--- src/rtl/dcache_axi_pkg.sv ---
// Shared AXI encodings and write-FSM state type for the dcache AXI bridge.
// Optional feature macro used by the bridge: DCACHE_AXI_RAW_ORDER_EN.
package dcache_axi_pkg;

    typedef enum logic [1:0] {
        AXI_BURST_FIXED = 2'b00,
        AXI_BURST_INCR  = 2'b01,
        AXI_BURST_WRAP  = 2'b10
    } axi_burst_e;

    typedef enum logic [1:0] {
        AXI_RESP_OKAY   = 2'b00,
        AXI_RESP_EXOKAY = 2'b01,
        AXI_RESP_SLVERR = 2'b10,
        AXI_RESP_DECERR = 2'b11
    } axi_resp_e;

    typedef enum logic {
        WR_IDLE  = 1'b0,
        WR_BURST = 1'b1
    } wr_state_e;

    // Width of one queued W beat {last, strb, data} for a given data width.
    function automatic int unsigned wbeat_bits(input int unsigned data_w);
        return 1 + (data_w / 8) + data_w;
    endfunction

endpackage

--- src/rtl/dcache_axi_fifo.sv ---
// Generic synchronous FIFO with async active-low reset; DEPTH must be a power of 2.
// A pop frees its slot for a push in the same cycle, so a full FIFO keeps streaming.
module dcache_axi_fifo #(
    parameter int unsigned WIDTH = 8,
    parameter int unsigned DEPTH = 4
) (
    input  logic             clk_i,
    input  logic             rst_ni,
    input  logic             push_i,
    input  logic [WIDTH-1:0] data_i,
    input  logic             pop_i,
    output logic [WIDTH-1:0] data_o,
    output logic             full_o,
    output logic             empty_o
);
    localparam int unsigned PTR_W = (DEPTH > 1) ? $clog2(DEPTH) : 1;
    localparam logic [PTR_W:0] FULL_CNT = (PTR_W + 1)'(DEPTH);

    logic [WIDTH-1:0] mem_q [DEPTH];
    logic [PTR_W-1:0] wr_ptr_q;
    logic [PTR_W-1:0] rd_ptr_q;
    logic [PTR_W:0]   count_q;
    logic             do_push;
    logic             do_pop;

    assign empty_o = (count_q == '0);
    assign full_o  = (count_q == FULL_CNT);
    assign do_pop  = pop_i && !empty_o;
    assign do_push = push_i && (!full_o || do_pop);
    assign data_o  = mem_q[rd_ptr_q];

    always_ff @(posedge clk_i or negedge rst_ni) begin
        if (!rst_ni) begin
            wr_ptr_q <= '0;
            rd_ptr_q <= '0;
            count_q  <= '0;
        end else begin
            if (do_push) wr_ptr_q <= wr_ptr_q + 1'b1;
            if (do_pop)  rd_ptr_q <= rd_ptr_q + 1'b1;
            if (do_push && !do_pop)      count_q <= count_q + 1'b1;
            else if (!do_push && do_pop) count_q <= count_q - 1'b1;
        end
    end

    // Storage carries no reset so it maps onto plain memory.
    always_ff @(posedge clk_i) begin
        if (do_push) mem_q[wr_ptr_q] <= data_i;
    end

endmodule

--- src/rtl/dcache_axi_bridge.sv ---
// Dcache request port to AXI4 master: registered AW/AR slots, W beat FIFO, outstanding limits.
// Define DCACHE_AXI_RAW_ORDER_EN to hold reads until all writes have completed.
module dcache_axi_bridge
    import dcache_axi_pkg::*;
#(
    parameter int unsigned DATA_W     = 32,
    parameter int unsigned ID_W       = 4,
    parameter int unsigned WBUF_DEPTH = 4,
    parameter int unsigned MAX_OUT    = 4
) (
    input  logic                  clk_i,
    input  logic                  rst_ni,
    input  logic                  inport_valid_i,
    input  logic                  inport_write_i,
    input  logic [31:0]           inport_addr_i,
    input  logic [ID_W-1:0]       inport_id_i,
    input  logic [7:0]            inport_len_i,
    input  logic [1:0]            inport_burst_i,
    input  logic [DATA_W-1:0]     inport_wdata_i,
    input  logic [DATA_W/8-1:0]   inport_wstrb_i,
    output logic                  inport_accept_o,
    input  logic                  inport_bready_i,
    input  logic                  inport_rready_i,
    output logic                  inport_bvalid_o,
    output logic [1:0]            inport_bresp_o,
    output logic [ID_W-1:0]       inport_bid_o,
    output logic                  inport_rvalid_o,
    output logic [DATA_W-1:0]     inport_rdata_o,
    output logic [1:0]            inport_rresp_o,
    output logic [ID_W-1:0]       inport_rid_o,
    output logic                  inport_rlast_o,
    output logic                  outport_awvalid_o,
    output logic [31:0]           outport_awaddr_o,
    output logic [ID_W-1:0]       outport_awid_o,
    output logic [7:0]            outport_awlen_o,
    output logic [1:0]            outport_awburst_o,
    input  logic                  outport_awready_i,
    output logic                  outport_wvalid_o,
    output logic [DATA_W-1:0]     outport_wdata_o,
    output logic [DATA_W/8-1:0]   outport_wstrb_o,
    output logic                  outport_wlast_o,
    input  logic                  outport_wready_i,
    input  logic                  outport_bvalid_i,
    input  logic [1:0]            outport_bresp_i,
    input  logic [ID_W-1:0]       outport_bid_i,
    output logic                  outport_bready_o,
    output logic                  outport_arvalid_o,
    output logic [31:0]           outport_araddr_o,
    output logic [ID_W-1:0]       outport_arid_o,
    output logic [7:0]            outport_arlen_o,
    output logic [1:0]            outport_arburst_o,
    input  logic                  outport_arready_i,
    input  logic                  outport_rvalid_i,
    input  logic [DATA_W-1:0]     outport_rdata_i,
    input  logic [1:0]            outport_rresp_i,
    input  logic [ID_W-1:0]       outport_rid_i,
    input  logic                  outport_rlast_i,
    output logic                  outport_rready_o
);
    localparam int unsigned STRB_W  = DATA_W / 8;
    localparam int unsigned CNT_W   = $clog2(MAX_OUT + 1);
    localparam int unsigned WBEAT_W = wbeat_bits(DATA_W);
    localparam logic [CNT_W-1:0] CNT_MAX = CNT_W'(MAX_OUT);

    typedef struct packed {
        logic              last;
        logic [STRB_W-1:0] strb;
        logic [DATA_W-1:0] data;
    } wbeat_t;

    wr_state_e        state_q;
    logic [7:0]       beats_left_q;

    logic             aw_valid_q;
    logic [31:0]      aw_addr_q;
    logic [ID_W-1:0]  aw_id_q;
    logic [7:0]       aw_len_q;
    logic [1:0]       aw_burst_q;

    logic             ar_valid_q;
    logic [31:0]      ar_addr_q;
    logic [ID_W-1:0]  ar_id_q;
    logic [7:0]       ar_len_q;
    logic [1:0]       ar_burst_q;

    logic [CNT_W-1:0] wr_out_q, wr_out_d;
    logic [CNT_W-1:0] rd_out_q, rd_out_d;

    logic             fifo_full, fifo_empty;
    logic             w_pop;
    wbeat_t           push_beat, head_beat;
    logic [WBEAT_W-1:0] head_bits;

    logic b_hs, r_last_hs;
    logic aw_free, ar_free, fifo_room, wr_room, rd_room;
    logic raw_block;
    logic wr_accept, wr_first, rd_accept;

    assign b_hs      = outport_bvalid_i && inport_bready_i;
    assign r_last_hs = outport_rvalid_i && inport_rready_i && outport_rlast_i;
    assign w_pop     = !fifo_empty && outport_wready_i;

    // Slots and counters may be consumed and refilled in the same cycle.
    assign aw_free   = !aw_valid_q || outport_awready_i;
    assign ar_free   = !ar_valid_q || outport_arready_i;
    assign fifo_room = !fifo_full || w_pop;
    assign wr_room   = (wr_out_q < CNT_MAX) || b_hs;
    assign rd_room   = (rd_out_q < CNT_MAX) || r_last_hs;

`ifdef DCACHE_AXI_RAW_ORDER_EN
    assign raw_block = (state_q == WR_BURST) || aw_valid_q || !fifo_empty || (wr_out_q != '0);
`else
    assign raw_block = 1'b0;
`endif

    always_comb begin
        wr_accept = 1'b0;
        rd_accept = 1'b0;
        if (rst_ni && inport_valid_i) begin
            if (state_q == WR_IDLE) begin
                wr_accept = inport_write_i && aw_free && fifo_room && wr_room;
                rd_accept = !inport_write_i && ar_free && rd_room && !raw_block;
            end else begin
                wr_accept = inport_write_i && fifo_room;
            end
        end
    end

    assign wr_first        = wr_accept && (state_q == WR_IDLE);
    assign inport_accept_o = rst_ni && (wr_accept || rd_accept);

    always_comb begin
        push_beat.data = inport_wdata_i;
        push_beat.strb = inport_wstrb_i;
        push_beat.last = (state_q == WR_IDLE) ? (inport_len_i == 8'd0) : (beats_left_q == 8'd1);
    end

    // Write FSM together with the AW slot it fills.
    always_ff @(posedge clk_i or negedge rst_ni) begin
        if (!rst_ni) begin
            state_q      <= WR_IDLE;
            beats_left_q <= '0;
            aw_valid_q   <= 1'b0;
            aw_addr_q    <= '0;
            aw_id_q      <= '0;
            aw_len_q     <= '0;
            aw_burst_q   <= '0;
        end else begin
            if (aw_valid_q && outport_awready_i) aw_valid_q <= 1'b0;
            case (state_q)
                WR_IDLE: begin
                    if (wr_accept) begin
                        aw_valid_q <= 1'b1;
                        aw_addr_q  <= inport_addr_i;
                        aw_id_q    <= inport_id_i;
                        aw_len_q   <= inport_len_i;
                        aw_burst_q <= inport_burst_i;
                        if (inport_len_i != 8'd0) begin
                            beats_left_q <= inport_len_i;
                            state_q      <= WR_BURST;
                        end
                    end
                end
                WR_BURST: begin
                    if (wr_accept) begin
                        beats_left_q <= beats_left_q - 8'd1;
                        if (beats_left_q == 8'd1) state_q <= WR_IDLE;
                    end
                end
                default: state_q <= WR_IDLE;
            endcase
        end
    end

    always_ff @(posedge clk_i or negedge rst_ni) begin
        if (!rst_ni) begin
            ar_valid_q <= 1'b0;
            ar_addr_q  <= '0;
            ar_id_q    <= '0;
            ar_len_q   <= '0;
            ar_burst_q <= '0;
        end else begin
            if (rd_accept) begin
                ar_valid_q <= 1'b1;
                ar_addr_q  <= inport_addr_i;
                ar_id_q    <= inport_id_i;
                ar_len_q   <= inport_len_i;
                ar_burst_q <= inport_burst_i;
            end else if (ar_valid_q && outport_arready_i) begin
                ar_valid_q <= 1'b0;
            end
        end
    end

    // Decrements are gated on a non-zero count so a stray response cannot wrap.
    always_comb begin
        wr_out_d = wr_out_q;
        if (wr_first && !(b_hs && wr_out_q != '0))      wr_out_d = wr_out_q + 1'b1;
        else if (!wr_first && b_hs && wr_out_q != '0)   wr_out_d = wr_out_q - 1'b1;

        rd_out_d = rd_out_q;
        if (rd_accept && !(r_last_hs && rd_out_q != '0))      rd_out_d = rd_out_q + 1'b1;
        else if (!rd_accept && r_last_hs && rd_out_q != '0)   rd_out_d = rd_out_q - 1'b1;
    end

    always_ff @(posedge clk_i or negedge rst_ni) begin
        if (!rst_ni) begin
            wr_out_q <= '0;
            rd_out_q <= '0;
        end else begin
            wr_out_q <= wr_out_d;
            rd_out_q <= rd_out_d;
        end
    end

    dcache_axi_fifo #(
        .WIDTH (WBEAT_W),
        .DEPTH (WBUF_DEPTH)
    ) u_wfifo (
        .clk_i   (clk_i),
        .rst_ni  (rst_ni),
        .push_i  (wr_accept),
        .data_i  (push_beat),
        .pop_i   (outport_wready_i),
        .data_o  (head_bits),
        .full_o  (fifo_full),
        .empty_o (fifo_empty)
    );

    assign head_beat = head_bits;

    assign outport_awvalid_o = aw_valid_q;
    assign outport_awaddr_o  = aw_addr_q;
    assign outport_awid_o    = aw_id_q;
    assign outport_awlen_o   = aw_len_q;
    assign outport_awburst_o = aw_burst_q;

    assign outport_wvalid_o  = !fifo_empty;
    assign outport_wdata_o   = head_beat.data;
    assign outport_wstrb_o   = head_beat.strb;
    assign outport_wlast_o   = head_beat.last;

    assign outport_arvalid_o = ar_valid_q;
    assign outport_araddr_o  = ar_addr_q;
    assign outport_arid_o    = ar_id_q;
    assign outport_arlen_o   = ar_len_q;
    assign outport_arburst_o = ar_burst_q;

    assign outport_bready_o  = inport_bready_i;
    assign inport_bvalid_o   = outport_bvalid_i;
    assign inport_bresp_o    = outport_bresp_i;
    assign inport_bid_o      = outport_bid_i;

    assign outport_rready_o  = inport_rready_i;
    assign inport_rvalid_o   = outport_rvalid_i;
    assign inport_rdata_o    = outport_rdata_i;
    assign inport_rresp_o    = outport_rresp_i;
    assign inport_rid_o      = outport_rid_i;
    assign inport_rlast_o    = outport_rlast_i;

endmodule

--- config.mk ---
export PLATFORM = sky130hd
export DESIGN_NAME = dcache_axi_bridge
export DESIGN_NICKNAME = d
export VERILOG_FILES = /design/src/rtl/dcache_axi_pkg.sv /design/src/rtl/dcache_axi_fifo.sv /design/src/rtl/dcache_axi_bridge.sv
export SDC_FILE = /design/constraint.sdc
export NUM_CORES = 1
export LEC_CHECK = 0
export ABC_AREA = 1
export CORE_MARGIN = 8
export CORE_UTILIZATION = 51
export CTS_BUF_LIST = sky130_fd_sc_hd__clkbuf_16
export DETAILED_ROUTE_END_ITERATION = 16
export GPL_ROUTABILITY_DRIVEN = 0
export MAX_ROUTING_LAYER = met4
export PLACE_DENSITY = 0.86
export SYNTH_ARGS = -nofsm -noshare
export SYNTH_HDL_FRONTEND = slang
export SYNTH_SLANG_ARGS = --single-unit
--- constraint.sdc ---
create_clock -name clk_i -period 6.09 [get_ports clk_i]
set_clock_uncertainty 0.15 [all_clocks]
set_input_delay 1.5225 -clock clk_i [delete_from_list [all_inputs] [get_ports clk_i]]
set_output_delay 1.5225 -clock clk_i [all_outputs]
set_load 0.05 [all_outputs]
==> run summary <==
DIE AREA - 26000 sq um
Drt via density - 5.34
Vias in the first global route - 8014
WL final - 27300 um
Initial core utilization - 0.516
EDFF count, synth - 148
Hold Crit Class - reg -> reg
Status - finished clean
P_int - 4.66 mW
Initial drt markers - 526
Chip width - 161 um
Combinational group share of total power - 0.490
Post-CTS resize count - 0
Core Util, Final - 0.663
Non-filler instance count after layout - 1423
Clock Tree Root - clkbuf_16
Yosys warning total - 0
Slowest-stage cell, CP - clkdlybuf4s50_1
TritonCTS clock tree - built
#FFs+latches synth - 264
Setup_tns - 0 ns
Final Hold Vio Count - 0
Hold-fix buffers, CTS - 0
Clock Pin Slew Worst Setup and Hold Paths - 0.06 ns
Leak pwr - 5.61 nW
Inst Count DP - 1374
Final min period - 4.86 ns
CTS H-tree lvls - 1
DRC - 0
FFs w/ async S/R, synth - 0.439
Initial DRT Pass Iterations - 5
Post-synthesis cell type count - 29
Largest net degree at the start of global routing - 96
Syn nets - 1102
Max Cap Violations - 0
Post-synthesis area per instance - 11.3 sq um
I/O pin cnt - 320
Post-route setup slack - 1.23 ns
First-pass GRT wire length - 42500 um
Post-DP HPWL - 17500 um
Core area - 20900 sq um
Port bufs - 231
Delay-heaviest family, CP - buffers and inverters
CP endpoint kind - primary output
CP cell instances - inv_1, o21ai_0, o22ai_1, clkdlybuf4s50_1
Chip Height - 161 um
Pre-CTS setup slack - 1.31 ns
Final period utilization - 0.798
Sequential share of the synthesized area - 0.681
Cells after Synth - 954
Number of setup buffers added after CTS - 0
Cell Area, Placed - 12900 sq um
Clock Sinks - 264
Setup CP Type - reg -> out
Layout area overhead - 28.5%
Initial antenna violation count - 0
Fraction of layout cells with a size suffix above 1 - 0.0601
Most frequent cells in the layout - clkdlybuf4s50_1 (229), nand2_1 (152), edfxtp_1 (148)
Max incr delay on CP - 0.85 ns
# diodes - 0
Num CTS Buffers - 27
CP arrival - 3.19 ns
Crit-path max FO - 37
Slew HR - 0.231
RSZ-0062 raised after global routing - false
Routed len/inst - 19.2 um
Vias - 7600
Post-Syn Area - 10800 sq um
Synth Flop Type - edfxtp_1
Worst Tran Pin Value - 1.15 ns
Switching share of power - 0.452
Grt total ovfl - 0
VDD IR max - 0.507 mV
Clock Path Buffers - 3
Number of cell rows - 53
Pwr/cell area - 613 nW/um^2
CP Buf/Inv Count - 2
Critical path required time - 4.42 ns
GRT Total Usage - 0.210
Setup violators final - 0
Fin nets - 1276
Reg power frac - 0.306
Switch Pwr - 3.84 mW
Fmax - 206 MHz
CP Launch Type - flip-flop
Final Max Slew Viols - 0
Number of routed nets with antenna violations - 0
Layout Cell Area excl Fill - 13900 sq um
Commonest non-fill, non-tap cell in the layout - clkdlybuf4s50_1
Clock group share of total power - 0.204
Worst-Skew Late Latency - 0.52 ns
==> metrics by stage <==
| step | hold slack [ns] | power [mW] |
|---|---|---|
| global placement | 0.308 | 6.69 |
| global route | 0.355 | 8.91 |
| finish | 0.331 | 8.50 |
| CTS | 0.339 | 8.57 |
| detailed placement | 0.322 | 6.77 |
| floorplan | 0.293 | 5.36 |
==> worst register-to-register path, cell delays in order (launching register included) <==
cell and delay, ns:
dfrtp_1 0.62, o21ai_4 0.52, inv_1 0.20, ha_1 0.22
inv_1 0.09, fa_1 0.41, mux2_2 0.26
==> layer usage <==
layer  part of all wire  wire length, um  global-route usage
met4              0.029              779              0.0715
met1               0.38            10300               0.229
met3               0.12             3170              0.0893
met2               0.48            13000               0.343
met5                  0                0                   -
==> power by group through the flow <==
| stage | combinational [mW] | sequential, mW | clock [mW] |
|---|---|---|---|
| final | 4.16 | 2.60 | 1.73 |
| after global placement | 4.09 | 2.60 | 0 |
| after detailed placement | 4.15 | 2.61 | 0 |
| after floorplan | 1.71 | 3.65 | 0 |
| after global routing | 4.42 | 2.65 | 1.84 |
| after CTS | 4.20 | 2.60 | 1.77 |
==> state kept, by name, indices dropped and copies added (netlist names) <==
signal             cells
outport_arid_o         4
u_wfifo.count_q        3
outport_awburst_o      2
outport_arvalid_o      1
outport_arburst_o      2
outport_awid_o         4
beats_left_q           8
u_wfifo.wr_ptr_q       2
outport_awvalid_o      1
u_wfifo.mem_q        148
u_wfifo.rd_ptr_q       2
rd_out_q               3
outport_araddr_o      32
outport_awaddr_o      32
state_q                1
outport_arlen_o        8
wr_out_q               3
outport_awlen_o        8
==> cell type report <==
cell class / instances / area, sq um
multi-input cells: 515 / 2550
clock inverters: 22 / 264
repair buffers: 240 / 2370
clock buffers: 27 / 676
inverters: 80 / 300
fillers: 1502 / 7030
well taps: 275 / 344
flip-flops and latches: 264 / 7350
==> cell families (layout without fill, tap and decap cells) <==
| group | count (synthesis) | after routing | share of synthesized area |
|---|---|---|---|
| buf+inv | 175 | 369 | 0.0856 |
| fa+ha+maj | 10 | 10 | 0.0137 |
| simple gates | 270 | 270 | 0.101 |
| mux | 1 | 1 | 0.00104 |
| flops | 264 | 264 | 0.681 |
| compound gates | 228 | 228 | 0.112 |
| xor+xnor | 6 | 6 | 0.00487 |
==> final timing paths <==
path | startpoint | to | slack (ns) | depth (start not counted)
max | u_wfifo.rd_ptr_q[1] | outport_wdata_o[25] | 1.23 | 4
max reg2reg | state_q | u_wfifo.count_q[1] | 3.50 | 6
max in group asynchronous | rst_ni | outport_awvalid_o | 3.56 | 2
min in group asynchronous | rst_ni | outport_araddr_o[20] | 0.80 | 1
min | outport_awlen_o[0] | outport_awlen_o[0] | 0.33 | 2
min reg2reg | outport_awlen_o[0] | outport_awlen_o[0] | 0.33 | 2
==> synthesized netlist by cell type (all sizes together), types with 3 or more instances <==
| cell type | number | area (sq um) |
|---|---|---|
| nand2 | 153 | 577 |
| dfrtp | 116 | 2900 |
| nand4 | 3 | 18.8 |
| ha | 7 | 87.6 |
| o22ai | 37 | 231 |
| a21oi | 3 | 26.3 |
| nor3 | 3 | 26.3 |
| fa | 3 | 60.1 |
| edfxtp | 148 | 4440 |
| o21ai | 187 | 947 |
| xor2 | 5 | 43.8 |
| inv | 80 | 300 |
| buf | 70 | 529 |
| nor2 | 90 | 338 |
| nand3 | 20 | 115 |
| clkbuf | 25 | 93.8 |
No activity file was read; power rests on OpenSTA's default activity.
